File: src/rtl/switch_cell_ingress.sv
// Frame-to-cell ingress: forwards 128-bit frame beats into the core data FIFO and
// follows each forwarded frame with a {portmap, beat count} pointer descriptor.
module switch_cell_ingress #(
    parameter int MAX_BEATS = 95,
    parameter int CNT_W     = 16
) (
    input  logic             clk,
    input  logic             rstn,
    input  logic [127:0]     in_data,
    input  logic             in_valid,
    input  logic             in_sop,
    input  logic             in_eop,
    input  logic [3:0]       in_portmap,
    output logic             in_ready,
    output logic [127:0]     i_cell_data_fifo_din,
    output logic             i_cell_data_fifo_wr,
    output logic [15:0]      i_cell_ptr_fifo_din,
    output logic             i_cell_ptr_fifo_wr,
    input  logic             i_cell_bp,
    output logic [CNT_W-1:0] stat_frame_cnt,
    output logic [CNT_W-1:0] stat_drop_cnt,
    output logic [CNT_W-1:0] stat_trunc_cnt,
    output logic [CNT_W-1:0] stat_err_cnt
);

    localparam logic [7:0] MAX_B = 8'(MAX_BEATS);

    typedef enum logic [1:0] {IDLE, XFER, DROP, PTR} state_t;

    state_t           state_q;
    logic             active_q;
    logic [3:0]       portmap_q;
    logic [7:0]       beat_cnt_q;
    logic             trunc_q;
    logic [127:0]     data_din_q;
    logic             data_wr_q;
    logic [15:0]      ptr_din_q;
    logic             ptr_wr_q;
    logic [CNT_W-1:0] frame_cnt_q, drop_cnt_q, trunc_cnt_q, err_cnt_q;
    logic             accept;

    function automatic logic [CNT_W-1:0] sat_inc(input logic [CNT_W-1:0] v);
        return (&v) ? v : v + 1'b1;
    endfunction

    // Backpressure only gates frame starts; active_q keeps ready low while in reset.
    assign in_ready = active_q && ((state_q == IDLE) ? !i_cell_bp : (state_q != PTR));
    assign accept   = in_valid && in_ready;

    always_ff @(posedge clk or negedge rstn) begin
        if (!rstn) begin
            state_q     <= IDLE;
            active_q    <= 1'b0;
            portmap_q   <= '0;
            beat_cnt_q  <= '0;
            trunc_q     <= 1'b0;
            data_din_q  <= '0;
            data_wr_q   <= 1'b0;
            ptr_din_q   <= '0;
            ptr_wr_q    <= 1'b0;
            frame_cnt_q <= '0;
            drop_cnt_q  <= '0;
            trunc_cnt_q <= '0;
            err_cnt_q   <= '0;
        end else begin
            active_q  <= 1'b1;
            data_wr_q <= 1'b0;
            ptr_wr_q  <= 1'b0;
            case (state_q)
                IDLE: begin
                    if (accept) begin
                        if (!in_sop) begin
                            err_cnt_q <= sat_inc(err_cnt_q);
                        end else if (in_portmap == 4'd0) begin
                            drop_cnt_q <= sat_inc(drop_cnt_q);
                            if (!in_eop) state_q <= DROP;
                        end else begin
                            portmap_q  <= in_portmap;
                            data_din_q <= in_data;
                            data_wr_q  <= 1'b1;
                            beat_cnt_q <= 8'd1;
                            trunc_q    <= 1'b0;
                            state_q    <= in_eop ? PTR : XFER;
                        end
                    end
                end
                XFER: begin
                    if (accept) begin
                        if (beat_cnt_q < MAX_B) begin
                            data_din_q <= in_data;
                            data_wr_q  <= 1'b1;
                            beat_cnt_q <= beat_cnt_q + 8'd1;
                        end else begin
                            trunc_q <= 1'b1;
                        end
                        if (in_sop) err_cnt_q <= sat_inc(err_cnt_q);
                        if (in_eop) state_q <= PTR;
                    end
                end
                DROP: begin
                    if (accept && in_eop) state_q <= IDLE;
                end
                PTR: begin
                    ptr_din_q   <= {4'b0000, portmap_q, beat_cnt_q};
                    ptr_wr_q    <= 1'b1;
                    frame_cnt_q <= sat_inc(frame_cnt_q);
                    if (trunc_q) trunc_cnt_q <= sat_inc(trunc_cnt_q);
                    trunc_q     <= 1'b0;
                    state_q     <= IDLE;
                end
                default: state_q <= IDLE;
            endcase
        end
    end

    assign i_cell_data_fifo_din = data_din_q;
    assign i_cell_data_fifo_wr  = data_wr_q;
    assign i_cell_ptr_fifo_din  = ptr_din_q;
    assign i_cell_ptr_fifo_wr   = ptr_wr_q;
    assign stat_frame_cnt       = frame_cnt_q;
    assign stat_drop_cnt        = drop_cnt_q;
    assign stat_trunc_cnt       = trunc_cnt_q;
    assign stat_err_cnt         = err_cnt_q;

endmodule

File: config.mk
export PLATFORM = sky130hd
export DESIGN_NAME = switch_cell_ingress
export DESIGN_NICKNAME = d
export VERILOG_FILES = /design/src/rtl/switch_cell_ingress.sv
export SDC_FILE = /design/constraint.sdc
export NUM_CORES = 1
export LEC_CHECK = 0
export BUFFER_PORTS_ARGS = -buffer_cell sky130_fd_sc_hd__buf_2
export CELL_PAD_IN_SITES_DETAIL_PLACEMENT = 0
export CELL_PAD_IN_SITES_GLOBAL_PLACEMENT = 2
export CORE_MARGIN = 2
export CORE_UTILIZATION = 29
export CTS_CLUSTER_SIZE = 30
export DETAILED_ROUTE_END_ITERATION = 10
export PLACE_DENSITY = 0.77
export SYNTH_ARGS = -nofsm -noshare
export SYNTH_HDL_FRONTEND = slang
export SYNTH_SLANG_ARGS = --single-unit
File: constraint.sdc
create_clock -name clk -period 2.15 [get_ports clk]
set_input_delay 0.215 -clock clk [delete_from_list [all_inputs] [get_ports clk]]
set_output_delay 0.215 -clock clk [all_outputs]
set_load 0.02 [all_outputs]
-- Yosys cells after proc, flatten, opt, wreduce, memory -nomap -nowiden
Cells that the tools add are included.
- memory bits (read-only): 0
- register bits after elaboration: 222
- memory bits (writable): 0
- bits in latches: 0
- memories kept: 0
- $add $sub $neg: 5
- div/mod/pow operators: 0
- reductions and logical operators: 20
- shift-type cells: 0
- eq/ne operators: 15
- multiply operators: 0
- bitwise gates (word level): 4
- multiplexer cells: 41
- magnitude comparators: 1
- operators with widths (cell ; count):
    $mux W128 ; 5
    $pmux W128 S2 ; 1
    $mux W16 ; 5
    $add A16 B1 Y16 const B ; 4
    $reduce_and A16 Y1 ; 4
    $mux W8 ; 5
    $pmux W16 S2 ; 1
    $ne A2 B2 Y1 const B ; 11
    $reduce_and A6 Y1 ; 3
    $mux W2 ; 8
    $pmux W8 S2 ; 1
    $mux W1 ; 12
    $reduce_and A5 Y1 ; 2
    $add A8 B1 Y8 const B ; 1
    $lt A8 B7 Y1 const B ; 1
    $pmux W2 S4 ; 1
    $eq A2 B2 Y1 const B ; 2
    $logic_not A4 Y1 ; 1
    $not A1 Y1 ; 4
    $reduce_and A4 Y1 ; 1
    $logic_and A1 B1 Y1 ; 3
    $ne A3 B3 Y1 const B ; 1
    $pmux W1 S3 ; 1
    $reduce_and A3 Y1 ; 1
    7 further kinds ; 7

-- Longest topological paths before layout
- depth after elaboration: 7
- gate-level depth with buffers: 11
- mapped depth without buffers: 7

-- Least setup slack after synthesis
OpenSTA, ideal clock, no wires.
- path type: flip-flop to flip-flop
- start point: register state_q[0]
- end point: register data_din_q[0] (netlist: i_cell_data_fifo_din[0])
- arrival: 1.978 ns
- path slack: 0.047 ns
- clock period less this slack: 2.103 ns
- setup time: 0.125 ns
- cell stages (with the launch flop): 11
- cell sequence: dfrtp_1 -> inv_1 -> ha_1 -> buf_2 -> nand3b_1 -> o32ai_1 -> o211a_1 -> buf_6 -> buf_6 -> buf_6 -> mux2_4
- cells in the longest elaborated chain, start to end: 6
- ends and longest elaborated chain (item ; line ; source):
    start, declared ; 30 ; state_t state_q;
    start signal, assigned ; 83 ; state_q <= in_eop ? PTR : XFER;
    $ne A2 B2 Y1 / $logic_not A2 Y1 (equally long branches) ; 47, 69 ;
    $mux W1 ; 47 ; assign in_ready = active_q && ((state_q == IDLE) ? !i_cell_bp : (state_q != PTR));
    $logic_and A1 B1 Y1 ; 47 ;
    $logic_and A1 B1 Y1 ; 48 ; assign accept = in_valid && in_ready;
    $ne A2 B2 Y1 (no source line) ; n/a ;
    $reduce_and A6 Y1 (no source line) ; n/a ;
    end signal, assigned ; 79 ; data_din_q <= in_data;
    end signal, assigned ; 90 ; data_din_q <= in_data;
    end, declared ; 35 ; logic [127:0] data_din_q;
Several ways; a longest one is shown, not always the timed one.
A chain may end at the register's enable or synchronous reset.

-- Worst setup path in the final report
- start point: register state_q[1]
- end point: register data_din_q[12] (netlist: i_cell_data_fifo_din[12])
The elaborated chain is that of the path after synthesis.

==> impl_metrics.csv <==
group,metric,value,unit
worst_hold_path,worst_hold_class,"input pin to flop",
cts,clk_sink_count,222,
synth,ys.warnings.count,0,
pwr,power.switching_fraction,0.347,
detailed_routing,drt_wl_total,26.8,mm
sta,final_min_period_over_clock_period,0.983,
sta,maxClockFrequency,473,MHz
setup_path,worstSetupEndpointType,"flop",
die,fp.dieArea,34200,um^2
die,pin_count,349,
synth,yosysUniqueCellTypes,58,
cells_and_area,fin_util,0.454,
cells_and_area,areaGrowthSynthToFinish,54.9,%
sta,final_max_slew_viol_count,0,
pwr,clock_power_share,0.245,
die,die_w,185,um
synth,syn-instance-count,674,
status,run_status,"finished, final reports clean",
sta,report.final.hold_viol_count,0,
setup_path,setup.worst_path.class,"flop to flop",
cells_and_area,filler_cell_count,2954,
detailed_routing,dr.pass1.iters,4,
detailed_routing,post_drt_wl_per_cell,16.1,um
job,max_cap_viol_count,0,
cells_and_area,commonest_non_fill_non_tap_cells_in_the_layout,"342 x buf_2, 221 x dfrtp_1, 133 x dlygate4sd3_1",
grt,grt_pass1_wl,40.9,mm
worst_hold_path,whs_path_depth,3,
setup_path,data_arrival_time_at_the_worst_slack_endpoint,2510,ps
detailed_routing,drt-vias-per-instance,4.37,
cells_and_area,finalNetCount,1350,
place,routabilityCongestion,0.750,
synth,ys_seq_elements,222,
synth,async_sr_flop_fraction,1.00,
place,placed_cell_area,12000,um^2
cts,clock_path_buffers,3,
sta,worstMarginPinSlew,654,ps
grt,grt_antenna_before_repair,0,
cells_and_area,layout_commonest_cell,"buf_2",
synth,postSynth.topFlopCell,"dfrtp_1",
grt,globalRouteTotalUtil,0.148,
cts,reg_clk_slew_reported_paths,60,ps
cts,cts_tree,"built",
cells_and_area,final_design_area_no_fill,14700,um^2
place,placement.io_buffers,344,
setup_path,start_kind,"flop",
cells_and_area,n_antenna_cell,0,
place,dp_worst_setup_slack,-89.5,ps
grt,globalRoute.totalOverflow,0,
detailed_routing,detail-route-antenna-nets,0,
synth,synth_enable_flop_cells,0,
setup_path,worst_r2r_path_depth,9,
die,initial_utilization,0.293,
pwr,power_density,1270,nW/um^2
grt,first_global_vias,7577,
pwr,power.share.sequential,0.353,
detailed_routing,route.vias.total,7260,
setup_path,critPathMaxFanout,22,
synth,postSynthAreaPerCell,14.1,um^2
place,hpwlAfterDp,18.2,mm
sta,clock-skew-final,19.9,ps
pwr,internal_power,12.2,mW
synth,post_synthesis_sequential_area_ratio,0.586,
die,placementRows,66,
cts,insertion_delay,530,ps
sta,fin_ws,35.5,ps
pwr,ir_worst_vdd,749,uV
cts,ctsHtreeMaxLevel,1,
setup_path,timing.critical_path.required,2540,ps
pwr,netsw,6.47,mW
grt,grt_start_max_net_pins,78,
sta,period_minus_slack,2110,ps
sta,rsz0062_at_grt,"true",
detailed_routing,drt_drc_violations_left,0,
cells_and_area,post_route_cells_drive_above_1_share,0.498,
synth,synth.cell_area,9490,um^2
pwr,p_leak,7.22,nW
detailed_routing,drt_iter0_markers,183,
sta,final_setup_viols,0,
cts,cts_root_buf,"clkbuf_16",
cts,cts_buffers,26,
die,placeableCoreArea,32400,um^2
die,dieHeight,185,um
sta,hold-worst-slack,151,ps
sta,slew_headroom,0.564,
pwr,share_comb_of_total_power,0.403,
==> worst paths after layout <==
kind	from	to	slack [ps]
worst min register to register	stat_frame_cnt[15]	stat_frame_cnt[15]	490
worst max-delay path	state_q[1]	i_cell_data_fifo_din[12]	40
worst max register to register	state_q[1]	i_cell_data_fifo_din[12]	40
max in group asynchronous	rstn	i_cell_data_fifo_din[124]	1190
min in group asynchronous	rstn	stat_err_cnt[9]	240
worst min-delay path	in_eop	state_q[1]	150
==> cells by family (layout without fill, tap and decap cells) <==
logic type,count (synthesis),count (layout),share of synthesized area
simple gates,153,153,0.0942
xor+xnor,56,56,0.0517
fa+ha+maj,10,10,0.0132
compound gates,35,35,0.0243
buf+inv,41,585,0.0255
flops,222,222,0.586
mux,155,155,0.205
other cells,2,5,0.000792
==> what timing repair did <==
action / 4_1_cts / 5_1_grt
setup endpoints to repair: 130 / 156
gates resized for setup: 8 / 72
hold endpoints to repair: 201 / 0
gates cloned: 1 / 5
pin swaps: 2 / 8
hold buffers: 133 / 0
setup buffers: 3 / 2
==> worst max-delay path, cell delays in order (launching register included) <==
cell	delay (ps)
dfrtp_1	400
inv_2	120
ha_4	170
nand3b_1	130
o32ai_2	110
buf_4	150
o211a_4	180
buf_12	150
buf_12	210
mux2_4	320
==> through the flow <==
step,instances,power (mW),TNS (ps)
floorplan,677,10.8,0
global placement,1473,13.3,-273
detailed placement,1473,13.3,-6320
CTS,1657,18.3,-42.3
global route,1663,19.7,-2530
finish,1663,18.6,0
==> cells in the mapped netlist (5+ instances only) <==
library cell,n,area share
a21oi_1,13,0.0069
and2_1,7,0.0046
and3_1,12,0.0079
and4_1,5,0.0046
buf_2,10,0.0053
buf_6,8,0.0095
dfrtp_1,222,0.59
ha_1,10,0.013
inv_1,15,0.0059
mux2_2,97,0.12
mux2_4,54,0.085
nand2_1,33,0.013
nand2b_1,6,0.0040
nand3_1,20,0.011
nand4_1,21,0.014
nor2_1,19,0.0075
xnor2_1,42,0.039
xor2_1,14,0.013
==> flip-flops by register name (all words and copies together) (netlist names) <==
signal,count
active_q,1
beat_cnt_q,8
i_cell_data_fifo_din,128
i_cell_data_fifo_wr,1
i_cell_ptr_fifo_din,12
i_cell_ptr_fifo_wr,1
portmap_q,4
stat_drop_cnt,16
stat_err_cnt,16
stat_frame_cnt,16
stat_trunc_cnt,16
state_q,2
trunc_q,1
==> cell type report <==
type / instances / area [um^2] / share of cell area
inverter: 15 / 56.3 / 0.00383
timing repair buffer: 523 / 3680 / 0.250
tap: 442 / 553 / 0.0376
multi-input combinational: 414 / 3960 / 0.269
clock inverter: 9 / 101 / 0.00689
clock buffer: 38 / 797 / 0.0542
sequential: 222 / 5560 / 0.378
==> layer usage <==
layer | share of wire | wire length [um] | global-route usage
met5 | 0 | 0 | 0
met4 | 0.022 | 592 | 0.0416
met2 | 0.48 | 12900 | 0.250
met1 | 0.42 | 11300 | 0.187
met3 | 0.073 | 1960 | 0.0403
==> power by group through the flow <==
stage	sequential (mW)	clock (mW)	combinational, mW
floorplan	8.22	0	2.57
global placement	6.55	0	6.70
detailed placement	6.56	0	6.74
CTS	6.54	4.71	7.04
global route	6.79	4.94	8.01
finish	6.57	4.56	7.50
Power figures use the tool's default switching activity.
